$ cat src/rtl/tone_pkg.sv
// rtl/tone_pkg.sv - shared constants, voice record and transposition helpers
package tone_pkg;

  localparam int F_S = 48000;

  // round(f * 2^32 / F_S) for C4..B4
  localparam logic [31:0] KEY_INC [12] = '{
    32'd23409859, 32'd24801882, 32'd26276679, 32'd27839171,
    32'd29494575, 32'd31248413, 32'd33106541, 32'd35075158,
    32'd37160835, 32'd39370534, 32'd41711627, 32'd44191930
  };

  localparam logic signed [2:0] OCT_MIN = -3'sd2;
  localparam logic signed [2:0] OCT_MAX = 3'sd2;

  typedef struct packed {
    logic        active;
    logic [3:0]  key;
    logic [31:0] cur;
    logic [31:0] tgt;
  } voice_t;

  function automatic logic signed [2:0] legal_octave(input logic signed [2:0] s);
    return (s < OCT_MIN || s > OCT_MAX) ? 3'sd0 : s;
  endfunction

  function automatic logic [33:0] transpose(input logic [3:0] key, input logic signed [2:0] s);
    logic [31:0] base;
    base = (key < 4'd12) ? KEY_INC[key] : 32'd0;
    case (legal_octave(s))
      3'sd1:   return {1'b0, base, 1'b0};
      3'sd2:   return {base, 2'b00};
      -3'sd1:  return {3'b000, base[31:1]};
      -3'sd2:  return {4'b0000, base[31:2]};
      default: return {2'b00, base};
    endcase
  endfunction

endpackage

$ cat src/rtl/tone_voice_allocator_if.sv
// rtl/tone_voice_allocator_if.sv - keyboard-side inputs and NCO-bank outputs of the allocator
interface tone_voice_allocator_if #(
  parameter int NUM_KEYS   = 12,
  parameter int NUM_VOICES = 4,
  parameter int INC_W      = 32
);
  logic                        sample_tick;
  logic [NUM_KEYS-1:0]         keys;
  logic [2:0]                  octave_shift;
  logic                        glide_en;
  logic [NUM_VOICES*INC_W-1:0] nco_increment_value;
  logic [NUM_VOICES-1:0]       nco_mute;
  logic [NUM_VOICES*4-1:0]     voice_key;
  logic                        test_LED_R;

  modport master (
    output sample_tick, keys, octave_shift, glide_en,
    input  nco_increment_value, nco_mute, voice_key, test_LED_R
  );

  modport slave (
    input  sample_tick, keys, octave_shift, glide_en,
    output nco_increment_value, nco_mute, voice_key, test_LED_R
  );
endinterface

$ cat src/rtl/nco_glide.sv
// rtl/nco_glide.sv - one voice's current increment with jump or exponential glide towards target
module nco_glide #(
  parameter int INC_W       = 32,
  parameter int GLIDE_SHIFT = 4
) (
  input  logic             clk,
  input  logic             rst,
  input  logic             sample_tick,
  input  logic             glide_en,
  input  logic             active,
  input  logic [INC_W-1:0] tgt,
  output logic [INC_W-1:0] cur
);

  logic signed [INC_W:0] diff;
  logic signed [INC_W:0] step;
  logic [INC_W:0]        mag;
  logic                  snap;
  logic [INC_W-1:0]      cur_next;

  always_comb begin
    diff = $signed({1'b0, tgt}) - $signed({1'b0, cur});
    step = diff >>> GLIDE_SHIFT;
    mag  = diff[INC_W] ? (INC_W+1)'(-diff) : (INC_W+1)'(diff);
    // small residues would never close under the arithmetic shift, and 0 means "never sounded"
    snap = (mag < ((INC_W+1)'(1) << GLIDE_SHIFT)) || (cur == '0);
    cur_next = cur;
    if (active) begin
      if (!glide_en)
        cur_next = tgt;
      else if (sample_tick)
        cur_next = snap ? tgt : INC_W'($signed({1'b0, cur}) + step);
    end
  end

  always_ff @(posedge clk) begin
    if (rst)
      cur <= '0;
    else
      cur <= cur_next;
  end

endmodule

$ cat src/rtl/tone_voice_allocator.sv
// rtl/tone_voice_allocator.sv - scans the key bank and assigns pressed keys to NCO voices
module tone_voice_allocator
  import tone_pkg::*;
#(
  parameter int NUM_KEYS    = 12,
  parameter int NUM_VOICES  = 4,
  parameter int INC_W       = 32,
  parameter int GLIDE_SHIFT = 4
) (
  input logic                   clk,
  input logic                   rst,
  tone_voice_allocator_if.slave bus
);

  localparam int VW = (NUM_VOICES > 1) ? $clog2(NUM_VOICES) : 1;

  logic [NUM_KEYS-1:0]   key_q, pending, rel_q;
  logic [NUM_KEYS-1:0]   rise, fall, cand, svc_onehot, pending_next;
  logic [15:0]           rel_wide;
  logic [VW-1:0]         steal_ptr, steal_ptr_next, free_idx, alloc_idx;
  logic [NUM_VOICES-1:0] mute, mute_next;
  logic [3:0]            vkey      [NUM_VOICES];
  logic [3:0]            vkey_next [NUM_VOICES];
  logic [3:0]            svc_key;
  logic                  svc_valid, free_valid, led_q;
  logic [INC_W-1:0]      cur_v     [NUM_VOICES];
  voice_t                view      [NUM_VOICES];

  always_comb begin
    rise           = bus.keys & ~key_q;
    fall           = key_q & ~bus.keys;
    rel_wide       = 16'(rel_q);
    mute_next      = mute;
    vkey_next      = vkey;
    steal_ptr_next = steal_ptr;

    // releases land before allocation so a freed voice can be reused this cycle
    for (int v = 0; v < NUM_VOICES; v++)
      if (!mute[v] && rel_wide[vkey[v]])
        mute_next[v] = 1'b1;

    cand      = pending & ~fall;
    svc_valid = 1'b0;
    svc_key   = '0;
    for (int k = NUM_KEYS - 1; k >= 0; k--)
      if (cand[k]) begin
        svc_valid = 1'b1;
        svc_key   = 4'(k);
      end

    free_valid = 1'b0;
    free_idx   = '0;
    for (int v = NUM_VOICES - 1; v >= 0; v--)
      if (mute_next[v]) begin
        free_valid = 1'b1;
        free_idx   = VW'(v);
      end
    alloc_idx = free_valid ? free_idx : steal_ptr;

    svc_onehot = '0;
    if (svc_valid) begin
      svc_onehot           = NUM_KEYS'(1) << svc_key;
      vkey_next[alloc_idx] = svc_key;
      mute_next[alloc_idx] = 1'b0;
      if (!free_valid)
        steal_ptr_next = (steal_ptr == VW'(NUM_VOICES - 1)) ? '0 : steal_ptr + 1'b1;
    end
    pending_next = ((pending & ~svc_onehot) | rise) & ~fall;
  end

  // targets follow the next-state key so a fresh allocation is in tune on the same edge
  always_comb begin
    for (int v = 0; v < NUM_VOICES; v++) begin
      view[v].active = ~mute_next[v];
      view[v].key    = vkey_next[v];
      view[v].tgt    = 32'(INC_W'(transpose(view[v].key, $signed(bus.octave_shift)) >> (32 - INC_W)));
      view[v].cur    = 32'(cur_v[v]);
    end
  end

  always_ff @(posedge clk) begin
    if (rst) begin
      key_q     <= '0;
      pending   <= '0;
      rel_q     <= '0;
      steal_ptr <= '0;
      mute      <= '1;
      led_q     <= 1'b1;
      for (int v = 0; v < NUM_VOICES; v++)
        vkey[v] <= '0;
    end else begin
      key_q     <= bus.keys;
      pending   <= pending_next;
      rel_q     <= fall;
      steal_ptr <= steal_ptr_next;
      mute      <= mute_next;
      led_q     <= &mute_next;
      vkey      <= vkey_next;
    end
  end

  for (genvar g = 0; g < NUM_VOICES; g++) begin : g_voice
    nco_glide #(
      .INC_W      (INC_W),
      .GLIDE_SHIFT(GLIDE_SHIFT)
    ) u_glide (
      .clk        (clk),
      .rst        (rst),
      .sample_tick(bus.sample_tick),
      .glide_en   (bus.glide_en),
      .active     (view[g].active),
      .tgt        (view[g].tgt[INC_W-1:0]),
      .cur        (cur_v[g])
    );

    assign bus.nco_increment_value[g*INC_W +: INC_W] = view[g].cur[INC_W-1:0];
    assign bus.voice_key[g*4 +: 4]                   = vkey[g];
  end

  assign bus.nco_mute   = mute;
  assign bus.test_LED_R = led_q;

endmodule

$ cat src/flat_wrapper.sv
// flat-port wrapper written by rule: the top's interface ports become plain ports
module tone_voice_allocator_flat import tone_pkg::*;
#(
  parameter int NUM_KEYS    = 12,
  parameter int NUM_VOICES  = 4,
  parameter int INC_W       = 32,
  parameter int GLIDE_SHIFT = 4
)
  (clk, rst, bus_sample_tick, bus_keys, bus_octave_shift, bus_glide_en, bus_nco_increment_value, bus_nco_mute, bus_voice_key, bus_test_LED_R);
  tone_voice_allocator_if #(.NUM_KEYS(NUM_KEYS), .NUM_VOICES(NUM_VOICES), .INC_W(INC_W)) bus_i ();
  input logic clk;
  input logic rst;
  input wire logic [$bits(bus_i.sample_tick)-1:0] bus_sample_tick;
  input wire logic [$bits(bus_i.keys)-1:0] bus_keys;
  input wire logic [$bits(bus_i.octave_shift)-1:0] bus_octave_shift;
  input wire logic [$bits(bus_i.glide_en)-1:0] bus_glide_en;
  output wire logic [$bits(bus_i.nco_increment_value)-1:0] bus_nco_increment_value;
  output wire logic [$bits(bus_i.nco_mute)-1:0] bus_nco_mute;
  output wire logic [$bits(bus_i.voice_key)-1:0] bus_voice_key;
  output wire logic [$bits(bus_i.test_LED_R)-1:0] bus_test_LED_R;
  assign bus_i.sample_tick = bus_sample_tick;
  assign bus_i.keys = bus_keys;
  assign bus_i.octave_shift = bus_octave_shift;
  assign bus_i.glide_en = bus_glide_en;
  assign bus_nco_increment_value = bus_i.nco_increment_value;
  assign bus_nco_mute = bus_i.nco_mute;
  assign bus_voice_key = bus_i.voice_key;
  assign bus_test_LED_R = bus_i.test_LED_R;
  tone_voice_allocator #(.NUM_KEYS(NUM_KEYS), .NUM_VOICES(NUM_VOICES), .INC_W(INC_W), .GLIDE_SHIFT(GLIDE_SHIFT)) u_core (.clk(clk), .rst(rst), .bus(bus_i));
endmodule
$ cat config.mk
export PLATFORM = sky130hd
export DESIGN_NAME = tone_voice_allocator_flat
export DESIGN_NICKNAME = d
export VERILOG_FILES = /design/src/rtl/tone_pkg.sv /design/src/rtl/tone_voice_allocator_if.sv /design/src/rtl/nco_glide.sv /design/src/rtl/tone_voice_allocator.sv /design/src/flat_wrapper.sv
export SDC_FILE = /design/constraint.sdc
export NUM_CORES = 2
export LEC_CHECK = 0
export BUFFER_PORTS_ARGS = -buffer_cell sky130_fd_sc_hd__buf_2
export CORE_ASPECT_RATIO = 1.5
export CORE_MARGIN = 2
export CORE_UTILIZATION = 60
export CTS_BUF_LIST = sky130_fd_sc_hd__clkbuf_4 sky130_fd_sc_hd__clkbuf_8 sky130_fd_sc_hd__clkbuf_16
export DETAILED_ROUTE_END_ITERATION = 6
export PLACE_DENSITY = 0.85
export SYNTH_ARGS = -nofsm -noshare
export SYNTH_HDL_FRONTEND = slang
export SYNTH_SLANG_ARGS = --single-unit
export TNS_END_PERCENT = 30
$ cat constraint.sdc
create_clock -name clk -period 24.1 [get_ports clk]
set_input_delay 2.41 -clock clk [delete_from_list [all_inputs] [get_ports clk]]
set_output_delay 2.41 -clock clk [all_outputs]
set_load 0.05 [all_outputs]
Word-level counts from Yosys, hierarchy flattened
Memories as Yosys holds them, arrays and structs flattened.
Index checks and enable logic that the tools add are counted.
{ "word_totals": {"rom_bits": 2048, "inputBits": 19, "reg_bits": 187, "n_memories": 4} }
{ "memory_table": {"columns": ["memory", "depth", "width", "rd", "rd_ports_with_merged_regs", "write_ports", "line_no", "rtl"], "rows": [
  ["(no name shown)", 16, 32, 1, 0, 0, "tone_pkg.sv:29", "base = (key < 4'd12) ? KEY_INC[key] : 32'd0;"],
  ["(no name shown)", 16, 32, 1, 0, 0, "tone_pkg.sv:29", null],
  ["(no name shown)", 16, 32, 1, 0, 0, "tone_pkg.sv:29", null],
  ["(no name shown)", 16, 32, 1, 0, 0, "tone_pkg.sv:29", null]
]} }
{ "classes": {"bitwise": 22, "reduce_logical": 25, "n_lt_le_gt_ge": 22, "shifts": 1, "eq_ne": 6, "n_mux": 87, "n_addsub": 13} }
{ "op_table": {"columns": ["op", "count"], "rows": [
  ["32-bit 2-to-1 mux", 24],
  ["32-bit one-hot mux with 4 select lines", 4],
  ["33-bit by 5-bit less-than comparator with 1-bit output (second input constant)", 4],
  ["33-bit 2-to-1 mux", 4],
  ["33-bit negation", 4],
  ["32-bit by 32-bit subtractor with 33-bit output", 4],
  ["32-bit by 29-bit adder with 32-bit output", 4],
  ["32-bit logical NOT", 4],
  ["12-bit AND", 5],
  ["4-bit 2-to-1 mux", 14],
  ["12-bit inverter", 4],
  ["1-bit 2-to-1 mux", 25],
  ["5-bit >= comparator (second input constant)", 4],
  ["4-bit by 5-bit less-than comparator with 1-bit output (second input constant)", 4],
  ["4-bit inverter with 5-bit output", 4],
  ["1-bit binary-select mux with 4-bit select", 4],
  ["16-bit bitwise mux", 1],
  ["4-bit less-than comparator (second input constant)", 4],
  ["16-bit 2-to-1 mux", 1],
  ["12-bit 2-to-1 mux", 1],
  ["2-bit 2-to-1 mux", 6],
  ["12-bit OR", 1],
  ["1-bit by 4-bit << shifter with 12-bit output (first input constant)", 1],
  ["2-bit AND reduction", 5],
  ["23 further kinds", 40]
]} }

Logic depth before layout (Yosys ltp)
{ "logic_depth": {"depth_word": 32, "depth_mapped": 41, "ltp_nobuf": 38} }

By module
A second synthesis with hierarchy kept.
{ "unflattened": {"cells_unflattened": 5011, "hier_area_um2": 35343.9} }
{ "by_module_without_submodules": {"columns": ["module", "cells_per_inst", "seq_area_each_um2", "instances", "area_per_inst_um2"], "rows": [
  ["nco_glide at u_core.g_voice[1].u_glide ...", 864, 640.6, 3, 6233.5],
  ["tone_voice_allocator", 1551, 1181.1, 1, 10423.7],
  ["nco_glide at u_core.g_voice[0].u_glide", 868, 640.6, 1, 6219.7]
]} }

Least setup slack after synthesis
OpenSTA, ideal clock, no wires.
{ "synth_path": {"kind": "input -> register", "start": "input bus_keys[0]", "end": "register u_core.g_voice[0].u_glide.cur[31]", "arrival_ps": 10946, "n_path_buf": 2, "slack_ps": 13094, "cell_stages": 39, "cell_sequence": "nand2b_1 > a22oi_1 > nand4_1 > nor2_1 > nor2_1 > mux2_2 > clkbuf_1 > ha_1 > inv_1 > a21oi_1 > a21oi_1 > o21ai_0 > mux4_2 > nor2_1 > a21oi_1 > ha_1 > buf_2 > and2_4 > (+3 left out) > a41o_1 > a21oi_1 > xor2_1 > inv_1 > ha_1 > a21o_1 > a21oi_1 > nor3_1 > a2111oi_0 > o21ai_0 > a31o_2 > a2111oi_0 > o31ai_1 > o41ai_1 > o21ai_0 > or3_1 > a2111oi_0 > a311o_1"} }
{ "synth_between": {"elab_chain_len": 21} }
{ "synth_lines": {"columns": ["element", "line_no", "rtl"], "rows": [
  ["start: declaration", "flat_wrapper.sv:14", "input wire logic [$bits(bus_i.keys)-1:0] bus_keys;"],
  ["12-bit inverter (*)", "tone_voice_allocator.sv:31", "fall = key_q & ~bus.keys;"],
  ["12-bit AND (*)", "tone_voice_allocator.sv:31", null],
  ["12-bit inverter (*)", "tone_voice_allocator.sv:42", "cand = pending & ~fall;"],
  ["12-bit AND (*)", "tone_voice_allocator.sv:42", null],
  ["4-bit 2-to-1 mux", "tone_voice_allocator.sv:46", "if (cand[k]) begin"],
  ["16-bit bitwise mux", "tone_voice_allocator.sv:63", "vkey_next[alloc_idx] = svc_key;"],
  ["16-bit 2-to-1 mux", "tone_voice_allocator.sv:61", "if (svc_valid) begin"],
  ["4-bit inverter with 5-bit output (implied by the code)", "tone_pkg.sv:29", null],
  ["(+5 left out)", null, null],
  ["32-bit by 32-bit subtractor with 33-bit output", "nco_glide.sv:22", "diff = $signed({1'b0, tgt}) - $signed({1'b0, cur});"],
  ["33-bit negation", "nco_glide.sv:24", "mag = diff[INC_W] ? (INC_W+1)'(-diff) : (INC_W+1)'(diff);"],
  ["33-bit 2-to-1 mux", "nco_glide.sv:24", null],
  ["33-bit by 5-bit less-than comparator with 1-bit output", "nco_glide.sv:26", "snap = (mag < ((INC_W+1)'(1) << GLIDE_SHIFT)) || (cur == '0);"],
  ["1-bit logical OR", "nco_glide.sv:26", null],
  ["32-bit 2-to-1 mux", "nco_glide.sv:32", "cur_next = snap ? tgt : INC_W'($signed({1'b0, cur}) + step);"],
  ["32-bit 2-to-1 mux", "nco_glide.sv:31", "else if (sample_tick)"],
  ["32-bit 2-to-1 mux", "nco_glide.sv:29", "if (!glide_en)"],
  ["end signal: assignment", "nco_glide.sv:40", "cur <= cur_next;"],
  ["end: declaration", "nco_glide.sv:12", "output logic [INC_W-1:0] cur"]
]} }
Mark *: on every way between the ends. The rest lies on a longest branch, timed or not. The select of a mux whose other input is x is not followed.
A chain may end at the register's enable or synchronous reset.

Final worst setup path
Ends and elaborated chain as after synthesis.

==> summary.txt <==
Status
  • Status: completed

Synthesis
  • Cell taking the most area after synthesis: dfxtp_1
  • Distinct cells, synth: 105
  • Synth Cell Area: 31700 sq um
  • Synth Warn #: 0
  • Register area share after synthesis: 11.8%
  • Async SR Flop Fraction: 0%
  • EDFF count, synth: 0
  • Post-synth net total: 4903
  • Synth Register Bits: 187
  • Syn_area_per_cell: 6.87 sq um
  • Post-Syn Instances: 4611
  • Most frequent cells after synthesis: a21oi_1, nor2_1, nand2_1
  • Top cells by area, synth: dfxtp_1, ha_1, a21oi_1
  • Share of the synthesized area in the top cell type: 11.8%
  • Most frequent cell after synthesis: a21oi_1
  • Ys flop type: dfxtp_1

STA
  • Worst Hold Slack: 418 ps
  • Hold Vio Cnt, Final: 0
  • Final worst slack: 11620 ps
  • Relative slew margins: 14.0%
  • Worst-case clock skew: 21.9 ps
  • RSZ-0062 raised after global routing: no
  • Slew Viols, Final: 0
  • Fmax: 80.1 MHz
  • Minimum clock period: 12480 ps
  • Setup TNS: 0 ps
  • Period utilisation layout: 51.8%
  • Worst-Margin Slew: 1280 ps
  • Final Setup Violations: 0

Clock network
  • CTS tree: done
  • CTS Buf Count: 17
  • # hold bufs at CTS: 0
  • CTS H-tree depth: 4
  • Root Buffer: clkbuf_16
  • Clock insertion delay at the later pin of the skew report: 520 ps
  • # Post-CTS Setup Buffers: 0
  • CTS Buffer Depth: 2
  • Num Clock Sinks: 187
  • Resize count post-CTS: 0
  • Clk slew on worst S/H paths: 80 ps

Finish
  • Ant diodes: 0
  • Nets: 4777
  • Fin area: 32600 sq um
  • Synth-to-layout area growth: 2.83%
  • Layout cells sized above 1: 8.11%
  • Finished Core Util: 62.1%
  • Final Non-Filler Cells: 5180

Die
  • Die height: 285 um
  • Row cnt: 103
  • Starting Density: 60.4%
  • Core Area: 52500 sq um
  • Die area: 54700 sq um
  • Chip Width: 192 um
  • Io pins: 168

Setup path
  • Worst Reg2Reg Path Length in Cells: 33
  • Crit path depth: 36
  • CP Max Fanout: 14
  • Worst setup SP type: input pin
  • Worst stage delay on the critical path: 720 ps
  • Delay-heaviest family, CP: compound AO/OA/AOI/OAI gates
  • CP endpoint kind: flip-flop
  • CP max-delay cell: a211oi_1
  • Buf/Inv on CP: 2
  • Crit Path Category: in2reg
  • Worst EP arrival: 12940 ps
  • Worst Setup EP: u_core.g_voice[0].u_glide.cur[31]$_SDFFE_PP0P_
  • Most frequent CP cell: nor2_1
  • Worst r2r dst: u_core.g_voice[0].u_glide.cur[31]$_SDFFE_PP0P_
  • CP Launch Point: bus_keys[0]
  • R2R Setup Slk: 12380 ps
  • Reg2Reg Launch Point: u_core.bus.voice_key[8]$_SDFF_PP0_
  • CP required: 24550 ps

Pwr
  • Sequential power share: 10.7%
  • Psw: 2.55 mW
  • Switching fraction of total power: 58.2%
  • Max VDD drop: 0.141 mV
  • Gate power share: 82.0%
  • Total power: 4.38 mW
  • Power Dens Cells: 135 nW/um^2
  • Cell Int Power: 1.83 mW
  • Static Leak: 13.7 nW
  • Clock share of power: 7.3%

Global route
  • Largest net degree at the start of global routing: 101
  • Vias in the first global route: 34439
  • Initial antenna violation count: 5
  • Total track usage: 41.8%
  • First-pass GRT wire length: 183000 um
  • Total gr overflow: 0

Placement
  • Gpl congestion: 1.05
  • Placed instance area: 32000 sq um
  • Placed Cells: 5148
  • Placed wire-length estimate: 87300 um
  • IO buf count: 167
  • Worst slack, placed: 11350 ps

Drt
  • Vias: 36855
  • Drt wl/cell: 22.9 um
  • Antenna Violating Nets Remaining: 0
  • Drt first pass iters: 7
  • Drt via density: 7.11
  • DRC: 0
  • Total Routed Length: 119000 um
  • Drt first-iter violations: 3857

Worst hold path
  • Min-Delay Path Class: reg2reg

Flow run
  • Max-cap violations: 0
cell families (layout without fill, tap and decap cells):
family,after synthesis,after routing,synth area share (%)
buffers and inverters,618,505,9.02
adders and majority gates,277,277,11.1
muxes,124,124,4.69
DFF,187,187,11.8
xor gates and xnor gates,188,188,5.20
and+or+nand+nor,1522,1522,23.1
AOI/OAI and AO/OA,1695,1695,35.1
placed cells by master (no fill, tap or decap), types with 51 or more instances in the layout:
cell type,synthesis,final
mux2i_1,91,91
buf_2,15,163
a21oi_1,428,425
xor2_1,71,71
o211ai_1,59,59
nand3_1,156,156
a211oi_1,62,62
o21a_1,60,59
ha_1,265,265
inv_1,246,246
nor3_1,102,102
a21o_1,120,120
dfxtp_1,187,187
nand4_1,57,57
nand2_1,402,401
nor2_1,419,415
o21ai_0,377,376
a31oi_1,68,68
nor4_1,51,51
buf_4,130,59
nand2b_1,52,52
xnor2_1,117,117
per-layer routing:
metal | track usage (%) | up-vias | part of all wire, %
met4 | 36.5 | 8 | 9.9
met2 | 69.0 | 2298 | 46
met5 | 0 | - | 0.062
met1 | 45.4 | 16913 | 34
met3 | 8.17 | 788 | 9.9
li1 | - | 16848 | -
layout make-up:
cell class | instances | area (sq um)
clock buffer | 19 | 447
clock inverter | 13 | 163
fill | 4853 | 19900
inverter | 251 | 942
multi-input combinational | 3806 | 25200
sequential | 187 | 3740
tap | 682 | 853
timing repair buffer | 222 | 1260
worst register-to-register path, delay by kind of cell (launching register included):
family          cells  cell delay [ps]
compound gates     20             6660
simple gates        7             1820
mux                 3             1270
fa+ha+maj           2              970
flops               1              810
buf+inv             1              150
worst min path at each step:
stage,startpoint,end,slack (ps),cells past startpoint
global placement,u_core.key_q[0]$_SDFF_PP0_,u_core.pending[0]$_SDFF_PP0_,410,1
finish,u_core.key_q[0]$_SDFF_PP0_,u_core.pending[0]$_SDFF_PP0_,420,1
CTS,u_core.key_q[0]$_SDFF_PP0_,u_core.pending[0]$_SDFF_PP0_,420,1
floorplan,u_core.key_q[0]$_SDFF_PP0_,u_core.pending[0]$_SDFF_PP0_,390,1
detailed placement,u_core.key_q[0]$_SDFF_PP0_,u_core.pending[0]$_SDFF_PP0_,410,1
global route,u_core.key_q[0]$_SDFF_PP0_,u_core.pending[0]$_SDFF_PP0_,440,1
power by group through the flow:
stage               Sequential, mW  Combinational [mW]  Clock, mW
global route                 0.475                3.89      0.327
global placement             0.471                3.40          0
CTS                          0.464                3.48      0.318
finish                       0.470                3.59      0.320
detailed placement           0.471                3.45          0
floorplan                    0.431                2.78          0
state kept, by name, summed over array words and instances, names as in the netlist:
register / count
u_core.pending: 12
u_core.bus.nco_mute: 4
u_core.rel_q: 12
u_core.bus.test_LED_R: 1
u_core.g_voice.u_glide.cur: 128
u_core.steal_ptr: 2
u_core.bus.voice_key: 16
u_core.key_q: 12
(Power assumes the default switching activity.)
